$ cat src/rtl/aes_req_arbiter.sv
// Two-requester round-robin front end for a shared combinational AES-128 core.
// One request is in flight at a time: accept, wait CORE_LAT cycles, hold the response until it is consumed.
module aes_req_arbiter #(
    parameter int unsigned CORE_LAT = 2
) (
    input  logic         clk,
    input  logic         rst_n,
    input  logic         req0_valid,
    output logic         req0_ready,
    input  logic [127:0] req0_pt,
    input  logic [127:0] req0_key,
    input  logic         req1_valid,
    output logic         req1_ready,
    input  logic [127:0] req1_pt,
    input  logic [127:0] req1_key,
    output logic [127:0] core_pt,
    output logic [127:0] core_key,
    input  logic [127:0] core_ct,
    output logic         rsp_valid,
    input  logic         rsp_ready,
    output logic         rsp_id,
    output logic [127:0] rsp_ct,
    output logic         busy
);

    typedef enum logic [1:0] {
        IDLE,
        CALC,
        RESP
    } state_e;

    localparam logic [3:0] LAT4 = 4'(CORE_LAT);

    state_e       state_q, state_d;
    logic [3:0]   cnt_q, cnt_d;
    logic         last_grant_q, last_grant_d;
    logic         rsp_id_q, rsp_id_d;
    logic [127:0] core_pt_q, core_pt_d;
    logic [127:0] core_key_q, core_key_d;
    logic [127:0] rsp_ct_q, rsp_ct_d;
    logic         grant0, grant1;

    // With both requesters valid, the one that did not win last time is granted.
    always_comb begin
        grant0     = req0_valid && (!req1_valid || last_grant_q);
        grant1     = req1_valid && (!req0_valid || !last_grant_q);
        req0_ready = rst_n && (state_q == IDLE) && grant0;
        req1_ready = rst_n && (state_q == IDLE) && grant1;
    end

    always_comb begin
        state_d      = state_q;
        cnt_d        = cnt_q;
        last_grant_d = last_grant_q;
        rsp_id_d     = rsp_id_q;
        core_pt_d    = core_pt_q;
        core_key_d   = core_key_q;
        rsp_ct_d     = rsp_ct_q;
        case (state_q)
            IDLE: begin
                if (req0_ready) begin
                    core_pt_d    = req0_pt;
                    core_key_d   = req0_key;
                    rsp_id_d     = 1'b0;
                    last_grant_d = 1'b0;
                    cnt_d        = LAT4;
                    state_d      = CALC;
                end else if (req1_ready) begin
                    core_pt_d    = req1_pt;
                    core_key_d   = req1_key;
                    rsp_id_d     = 1'b1;
                    last_grant_d = 1'b1;
                    cnt_d        = LAT4;
                    state_d      = CALC;
                end
            end
            CALC: begin
                cnt_d = cnt_q - 4'd1;
                if (cnt_q == 4'd1) begin
                    rsp_ct_d = core_ct;
                    state_d  = RESP;
                end
            end
            RESP: begin
                if (rsp_ready) begin
                    state_d = IDLE;
                end
            end
            default: state_d = IDLE;
        endcase
    end

    always_ff @(posedge clk or negedge rst_n) begin
        if (!rst_n) begin
            state_q      <= IDLE;
            cnt_q        <= '0;
            last_grant_q <= 1'b1;
            rsp_id_q     <= 1'b0;
            core_pt_q    <= '0;
            core_key_q   <= '0;
            rsp_ct_q     <= '0;
        end else begin
            state_q      <= state_d;
            cnt_q        <= cnt_d;
            last_grant_q <= last_grant_d;
            rsp_id_q     <= rsp_id_d;
            core_pt_q    <= core_pt_d;
            core_key_q   <= core_key_d;
            rsp_ct_q     <= rsp_ct_d;
        end
    end

    assign core_pt   = core_pt_q;
    assign core_key  = core_key_q;
    assign rsp_ct    = rsp_ct_q;
    assign rsp_id    = rsp_id_q;
    assign rsp_valid = (state_q == RESP);
    assign busy      = (state_q != IDLE);

endmodule

$ cat config.mk
export PLATFORM = sky130hd
export DESIGN_NAME = aes_req_arbiter
export DESIGN_NICKNAME = d
export VERILOG_FILES = /design/src/rtl/aes_req_arbiter.sv
export SDC_FILE = /design/constraint.sdc
export NUM_CORES = 1
export LEC_CHECK = 0
export ABC_AREA = 0
export CORE_AREA = 4 4 400 402
export DETAILED_ROUTE_END_ITERATION = 10
export DIE_AREA = 0 0 404 406
export DONT_BUFFER_PORTS = 1
export GPL_ROUTABILITY_DRIVEN = 0
export PLACE_DENSITY_LB_ADDON = 0.05
export SYNTH_ARGS = -nofsm -noshare
export SYNTH_HDL_FRONTEND = slang
export SYNTH_SLANG_ARGS = --single-unit
$ cat constraint.sdc
create_clock -name clk -period 1.9 [get_ports clk]
set_input_delay 0 -clock clk [delete_from_list [all_inputs] [get_ports clk]]
set_output_delay 0 -clock clk [all_outputs]
set_load 0.005 [all_outputs]
==> results of run 1 <==
## state kept, by name (all words and copies together) (netlist names)
| signal | cells |
|---|---|
| core_pt | 128 |
| cnt_q | 4 |
| rsp_ct | 128 |
| last_grant_q | 1 |
| core_key | 128 |
| state_q | 2 |
| rsp_id | 1 |
## cells in the final DEF, fill, tap and decap left out, types with 3 or more instances in the layout
| cell type | synthesis | final |
|---|---|---|
| o31ai_1 | 56 | 12 |
| a31oi_2 | 0 | 15 |
| clkinvlp_4 | 0 | 3 |
| bufbuf_16 | 0 | 4 |
| a31oi_1 | 255 | 165 |
| inv_1 | 5 | 3 |
| a21oi_1 | 255 | 250 |
| bufinv_16 | 0 | 9 |
| mux2_2 | 128 | 128 |
| clkbuf_8 | 0 | 13 |
| clkbuf_16 | 0 | 84 |
| dlygate4sd3_1 | 0 | 744 |
| nand4_1 | 255 | 255 |
| a21oi_2 | 0 | 5 |
| clkinv_2 | 0 | 10 |
| a31oi_4 | 0 | 75 |
| clkbuf_1 | 112 | 11 |
| buf_4 | 0 | 77 |
| diode_2 | 0 | 27 |
| o31ai_2 | 200 | 138 |
| o31ai_4 | 0 | 106 |
| dfrtp_1 | 391 | 391 |
| buf_8 | 0 | 22 |
| nor2_1 | 3 | 3 |
| buf_6 | 25 | 33 |
| buf_12 | 0 | 81 |
| buf_16 | 0 | 40 |
## report_power, final
group | switching, mW | internal, mW
combinational | 11.6 | 11.3
sequential | 5.22 | 12.6
clock | 4.69 | 7.28
## what timing repair did
item / CTS / global route
gates cloned: 40 / 33
pin swaps: 33 / 122
hold endpoints to repair: 781 / 650
setup buffers: 44 / 27
gates resized for setup: 158 / 316
setup endpoints to repair: 183 / 390
## synth_stat cells, types with 2 or more instances
master	n
a21oi_1	255
a31oi_1	255
a21o_1	2
nand2b_1	3
ha_1	2
o21ai_0	3
nor2_1	3
buf_2	120
nor3b_1	2
clkbuf_1	112
o31ai_2	200
buf_1	15
o31ai_1	56
mux2_2	128
dfrtp_1	391
or2_2	2
buf_6	25
inv_1	5
nand4_1	255
nor2b_1	2
nand2_1	3
## layout make-up
type / count / area [um2] / area share (%)
Tap cell: 2058 / 2570 / 6.71
Antenna cell: 27 / 67.6 / 0.176
Sequential cell: 392 / 9810 / 25.6
Timing Repair Buffer: 1028 / 12300 / 31.9
Inverter: 5 / 28.8 / 0.0750
Multi-Input combinational cell: 1185 / 11600 / 30.1
Clock buffer: 81 / 1650 / 4.29
Clock inverter: 27 / 427 / 1.11
## per-layer routing
layer  part of all wire, %  track usage (%)
met5                0.0094                0
met4                   2.7             3.99
met3                   8.4             5.26
met2                    50             27.0
met1                    39             17.5
## worst paths after layout
| check | startpoint | to | slack (ps) | cells after the start |
|---|---|---|---|---|
| setup reg to reg | state_q[0] | core_pt[84] | -210 | 7 |
| max in group asynchronous | rst_n | core_key[104] | 570 | 0 |
| hold / removal | rst_n | core_key[10] | -960 | 0 |
| setup / recovery | rst_n | core_pt[41] | -390 | 10 |
| hold reg to reg | cnt_q[3] | cnt_q[3] | 520 | 1 |
| min in group clk | req0_valid | core_pt[97] | -410 | 2 |
## kinds of logic (layout without fill, tap and decap cells)
logic type | after synthesis | after routing | share of synthesized area, %
fa+ha+maj | 2 | 2 | 0.124
mux | 129 | 129 | 7.16
simple gates | 276 | 277 | 8.50
compound gates | 776 | 776 | 28.9
buf+inv | 277 | 1141 | 6.80
flops | 392 | 392 | 48.4
xor+xnor | 1 | 1 | 0.0432
other cells | 0 | 27 | 0
## stage by stage
stage | total power [mW] | setup WS (ps) | utilization (%)
finish | 52.6 | -392 | 24.6
global route | 55.5 | -299 | 24.6
CTS | 49.4 | -278 | 22.6
detailed placement | 31.7 | -135 | 15.0
global placement | 31.8 | -96.8 | 15.0
floorplan | 24.2 | 177 | -
## critical path, cell delays in order
cell       delay [ps]
nor3b_4           720
buf_6             150
buf_4             130
buf_12            140
buf_12            130
buf_16            150
buf_12            130
clkbuf_16         140
a21oi_1           120
a31oi_1            60
==> impl_metrics.tcl, run 1 <==
set metrics [dict create \
    synth-async-reset-ratio_pct 100 \
    synthTopCellsByArea "dfrtp_1, o31ai_2, a31oi_1" \
    drive_above_1_share_pct 31.9 \
    power.leakage_nw 13.4 \
    die_w_um 404 \
    grt_first_pass_wirelength_um 182000 \
    period_share_pct 121 \
    tightest_slew_ps 2900 \
    max_freq_mhz 436 \
    drc 0 \
    synth-edff-count 0 \
    grt-ovfl-total 0 \
    whs_ps -963 \
    die_h_um 406 \
    fin_ws_ps -392 \
    holdBufCountCts 744 \
    cp.arrival_ps 2820 \
    synth_area_um2 20300 \
    clock_latency_ps 660 \
    grt_pass1_vias 22600 \
    grt_setup_unrepaired "true" \
    place_area_um2 23400 \
    cts_max_level 2 \
    yosys_register_bits 392 \
    ys_warn_count 0 \
    tns_ps -56710 \
    fill_cells 16500 \
    ir_worst_vdd_v 0.000658 \
    violations "hold timing, slew limit, setup timing" \
    nets 3316 \
    path_clk_slew_ps 60 \
    instances_no_fill 4803 \
    hold_path.class "input port to asynchronous set/reset pin" \
    power_density_nw_per_um2 1370 \
    yosysTopAreaCell "dfrtp_1" \
    setup_viol 260 \
    slew_headroom_pct -93.1 \
    routed_wl_um 139000 \
    syn-instance-count 1853 \
    maxCapViolations 0 \
    numCtsBuffers 57 \
    clockBufferDepth 3 \
    hpwlAfterDp_um 87200 \
    port-buffer-count 0 \
    min_period_ps 2290 \
    startpoint_type "input port" \
    cts_num_sinks 392 \
    synth_cell_types 35 \
    grt_max_degree 395 \
    syn_nets 2500 \
    cts_tree "built" \
    rows 145 \
    yosysTopAreaCellShare_pct 48.3 \
    fp.coreArea_um2 156000 \
    vias 20900 \
    hold_viol_final 526 \
    end_kind "register" \
    via_per_inst 4.36 \
    place_inst 3801 \
    drtIter0Drc 1079 \
    postLayoutCellArea_um2 38400 \
    synth_flop_cell "dfrtp_1" \
    finalClockSkew_ps 19.0 \
    drtPass1Iterations 5 \
    critPathKind "input port to register" \
    cp_max_fo 394 \
    syn_avg_cell_area_um2 10.9 \
    track_usage_pct 15.2 \
    num_io_pins 1034 \
    antenna_found_initial 26 \
    final_max_slew_viol_count 272 \
    status "complete, but fails checks" \
    yosysSeqAreaShare_pct 48.4 \
    start_util_pct 13.0 \
    clockRootBuffer "clkbuf_16" \
    wl_per_cell_um 28.8 \
    dieArea_um2 164000 \
    syn2layout_area_growth_pct 89.5 \
    ant_nets 0 \
    cp.required_ps 2420 \
]
No activity file was read; power rests on OpenSTA's default activity.
==> inputs of run 2 (changes only) <==
--- a/config.mk
+++ b/config.mk
@@ -15,3 +15,4 @@
 export SYNTH_ARGS = -nofsm -noshare
 export SYNTH_HDL_FRONTEND = slang
 export SYNTH_SLANG_ARGS = --single-unit
+export TNS_END_PERCENT = 10
==> impl_metrics.tcl, run 2 (synthesized netlist as in run 1, its figures left out) <==
set metrics [dict create \
    fin_ws_ps -343 \
    register_area_um2 9810 \
    cts_num_sinks 392 \
    via_per_inst 4.31 \
    clock_latency_ps 660 \
    num_io_pins 1034 \
    layout_commonest_cell "dlygate4sd3_1" \
    ir_worst_vdd_v 0.000662 \
    critPathKind "input port to output port" \
    final_cell_mix "dlygate4sd3_1, dfrtp_1, nand4_1" \
    drive_above_1_share_pct 27.5 \
    max_freq_mhz 446 \
    min_period_ps 2240 \
    wl_per_cell_um 27.8 \
    use_met2_pct 25.3 \
    nets 3266 \
    fill_cells 16800 \
    cts_max_level 2 \
    power.leakage_nw 12.7 \
    grt_first_pass_wirelength_um 176000 \
    status "complete, but fails checks" \
    drtPass1Iterations 5 \
    vias 20400 \
    instances_no_fill 4743 \
    syn2layout_area_growth_pct 75.7 \
    clockBufferDepth 3 \
    slew_headroom_pct -94.3 \
    cp.required_ps 1900 \
    ant_nets 0 \
    track_usage_pct 14.7 \
    hpwlAfterDp_um 87200 \
    start_util_pct 13.0 \
    reg2reg_slack_ps -180 \
    setup_viol 280 \
    end_kind "output port" \
    power_density_nw_per_um2 1370 \
    cp.arrival_ps 2240 \
    cp_max_fo 394 \
    dieArea_um2 164000 \
    busiest_layer "met2" \
    violations "hold timing, slew limit, setup timing" \
    drtIter0Drc 949 \
    period_share_pct 118 \
    rr_startpoint "state_q[1]" \
    die_h_um 406 \
    path_clk_slew_ps 60 \
    numCtsBuffers 57 \
    grt_util_met1_pct 16.4 \
    holdBufCountCts 744 \
    port-buffer-count 0 \
    multi_input_area_um2 9900 \
    grt_max_degree 395 \
    finalClockSkew_ps 20.2 \
    hold_path.class "input port to asynchronous set/reset pin" \
    grt-ovfl-total 0 \
    final_max_slew_viol_count 260 \
    grt_pass1_vias 22200 \
    antenna_found_initial 20 \
    worst-r2r-cell-count 10 \
    worstSetupEndpoint "req1_ready" \
    drc 0 \
    met3_usage_pct 5.82 \
    tightest_slew_ps 2910 \
    clockRootBuffer "clkbuf_16" \
    whs_ps -966 \
    routed_wl_um 132000 \
    crit_start "rst_n" \
    fp.coreArea_um2 156000 \
    grt_setup_unrepaired "true" \
    reg2reg_to "core_key[100]" \
    hold_viol_final 605 \
    rows 145 \
    tns_ps -41700 \
    startpoint_type "input port" \
    cts_tree "built" \
    die_w_um 404 \
    place_inst 3801 \
    maxCapViolations 0 \
]
run 2: metal layers:
metal  part of all wire [%]  up-vias
met1                     39    10400
met2                     49      887
met3                    9.1      171
met4                    3.5        4
met5                  0.020        -
li1                       -     8977
run 2: final cells by class:
| class | instances | share of cell area, % |
|---|---|---|
| flip-flops and latches | 392 | 27.6 |
| diodes | 17 | 0.120 |
| clock inverters | 27 | 1.20 |
| repair buffers | 979 | 31.4 |
| clock buffers | 81 | 4.63 |
| multi-input cells | 1184 | 27.8 |
| inverters | 5 | 0.0808 |
| well taps | 2058 | 7.23 |
run 2: worst min path at each step:
stage               start            to  depth (start not counted)
floorplan           rst_n      cnt_q[0]                          0
global placement    rst_n  core_key[10]                          0
detailed placement  rst_n   core_key[9]                          0
CTS                 rst_n  core_key[10]                          0
global route        rst_n  core_key[10]                          0
finish              rst_n  core_key[10]                          0
run 2: through the flow:
stage	setup WS [ps]	power, mW	instance area, um2	util [%]
after floorplan	177	24.2	20300	-
after global placement	-96.8	31.8	23400	15.0
after detailed placement	-135	31.7	23400	15.0
after CTS	-278	47.6	34300	22.0
after global routing	-296	51.4	35600	22.8
final	-343	48.6	35600	22.8
run 2: power by group:
group / internal, mW / total (mW) / switching, mW
Sequential: 12.6 / 17.8 / 5.26
Clock: 7.28 / 12.0 / 4.71
Combinational: 9.12 / 18.8 / 9.67
Total: 28.9 / 48.6 / 19.6
run 2: worst max-delay path: stages:
cell and delay (ps):
nor3b_4 730, buf_6 150, buf_16 120, and3_4 170, buf_6 130
run 2: what timing repair did:
item	in CTS	in global routing
gates resized for setup	124	90
setup endpoints to repair	183	388
buffers inserted	19	12
gates cloned	17	26
hold endpoints to repair	781	650
pin swaps	40	83
==> inputs of run 3 (changes only) <==
--- a/config.mk
+++ b/config.mk
@@ -12,6 +12,7 @@
 export DONT_BUFFER_PORTS = 1
 export GPL_ROUTABILITY_DRIVEN = 0
 export PLACE_DENSITY_LB_ADDON = 0.05
+export SKIP_LAST_GASP = 1
 export SYNTH_ARGS = -nofsm -noshare
 export SYNTH_HDL_FRONTEND = slang
 export SYNTH_SLANG_ARGS = --single-unit
==> impl_metrics.tcl, run 3 (synthesized netlist as in run 1, its figures left out) <==
set metrics [dict create \
    finalClockSkew_ps 20.1 \
    vias 20300 \
    violations "hold timing, slew limit, setup timing" \
    cts_max_level 2 \
    critical-path-top-delay-family "simple AND/OR/NAND/NOR gates" \
    wl_met3_um 12700 \
    total_power_mw 47.7 \
    power_density_nw_per_um2 1370 \
    clockBufferDepth 3 \
    drtPass1Iterations 5 \
    reg2reg_to "core_key[57]" \
    reg2reg_slack_ps -220 \
    status "complete, but fails checks" \
    dr_wl_met2_um 63800 \
    die_h_um 406 \
    ant_nets 0 \
    via_per_inst 4.29 \
    min_period_ps 2180 \
    end_kind "output port" \
    clock_power_share_pct 25.1 \
    slew_headroom_pct -85.6 \
    place_area_um2 23400 \
    crit_chain "nor3b_4 -> buf_6 -> buf_16 -> and3_4 -> buf_6" \
    whs_ps -967 \
    antenna_found_initial 27 \
    drc 0 \
    top_layer "met5" \
    routed_wl_um 131000 \
    cp.arrival_ps 2180 \
    tightest_slew_ps 2780 \
    cts_num_sinks 392 \
    drtIter0Drc 1029 \
    postLayoutCellArea_um2 34900 \
    grt-ovfl-total 0 \
    max_freq_mhz 459 \
    grt_pass1_vias 22200 \
    fp.coreArea_um2 156000 \
    grt_max_degree 395 \
    drive_above_1_share_pct 26.0 \
    rr_startpoint "state_q[0]" \
    seq_power_share_pct 37.2 \
    setup_viol 269 \
    cts_tree "built" \
    layout_commonest_cell "dlygate4sd3_1" \
    final_max_slew_viol_count 258 \
    clockRootBuffer "clkbuf_16" \
    grt_first_pass_wirelength_um 176000 \
    p_int_mw 28.5 \
    syn2layout_area_growth_pct 72.5 \
    dieArea_um2 164000 \
    cp_slowest_stage_delay_ps 700 \
    holdBufCountCts 744 \
    track_usage_pct 14.6 \
    path_clk_slew_ps 60 \
    cp.depth 5 \
    power.share.combinational_pct 37.6 \
    die_w_um 404 \
    ir_worst_vdd_v 0.000658 \
    cp_max_fo 394 \
    num_io_pins 1034 \
    final_cell_mix "dlygate4sd3_1, dfrtp_1, nand4_1, a21oi_1, a31oi_1" \
    numCtsBuffers 57 \
    p_sw_mw 19.3 \
    path_buf_inv 3 \
    rows 145 \
    power.leakage_nw 12.5 \
    wl_per_cell_um 27.6 \
    cp.required_ps 1900 \
    clock_latency_ps 660 \
    port-buffer-count 0 \
    switching_share_pct 40.4 \
    cp_common_cell "buf_6" \
    fin_ws_ps -278 \
    period_share_pct 115 \
    hpwlAfterDp_um 87200 \
    startpoint_type "input port" \
    grt_setup_unrepaired "true" \
    maxCapViolations 0 \
    post-place-ws_ps -135 \
    nets 3258 \
    crit_slowest_cell "nor3b_4" \
    worst-r2r-cell-count 9 \
    drt-met1-wl_um 49900 \
    critPathKind "input port to output port" \
    start_util_pct 13.0 \
    hold_viol_final 616 \
    hold_path.class "input port to asynchronous set/reset pin" \
]
run 3: how the worst max path moves through the flow:
stage	from	end
global placement	state_q[0]	req0_ready
global route	state_q[1]	req0_ready
floorplan	cnt_q[0]	rsp_ct[100]
detailed placement	state_q[0]	core_pt[121]
CTS	state_q[1]	req1_ready
finish	rst_n	req1_ready
run 3: power by group through the flow:
stage	Sequential [mW]	Combinational, mW	Clock [mW]
after floorplan	15.1	9.15	0
after global placement	18.3	13.5	0
after detailed placement	18.1	13.6	0
after CTS	18.0	16.8	12.5
after global routing	18.4	19.4	12.8
final	17.8	18.0	12.0
run 3: repair_timing:
| item | CTS | global route |
|---|---|---|
| pin swaps | 9 | 18 |
| gates resized for setup | 43 | 78 |
| buffers inserted | 19 | 17 |
| endpoints found under the setup margin | 183 | 380 |
| hold endpoints to repair | 781 | 650 |
| gates cloned | 17 | 17 |
run 3: worst reg2reg max path: stages (launching register included):
cell and delay (ps):
dfrtp_1 390, buf_4 140, or3b_4 470, buf_6 150, nor2_4 130, buf_12 180, buf_12 140, clkbuf_16 160
clkbuf_16 160, a31oi_1 80
run 3: final cells by class:
| type | count | area, um2 |
|---|---|---|
| clock buffer | 81 | 1650 |
| multi-input combinational | 1184 | 9580 |
| sequential | 392 | 9810 |
| clock inverter | 27 | 427 |
| antenna | 23 | 57.6 |
| tap | 2058 | 2570 |
| timing repair buffer | 971 | 10800 |
| fill | 16800 | 121000 |
| inverter | 5 | 26.3 |
run 3: per-layer routing:
layer	up-vias	global-route usage, %
met5	-	0
met4	4	5.07
met3	163	5.80
met2	972	25.3
met1	10300	16.4
li1	8956	-
run 3: per-stage QoR:
step | util (%) | setup TNS (ps) | std cells
global placement | 15.0 | -4480 | 3801
floorplan | - | 0 | 1853
global route | 22.4 | -60560 | 4739
CTS | 21.7 | -31110 | 4689
detailed placement | 15.0 | -6870 | 3801
finish | 22.4 | -33960 | 4741
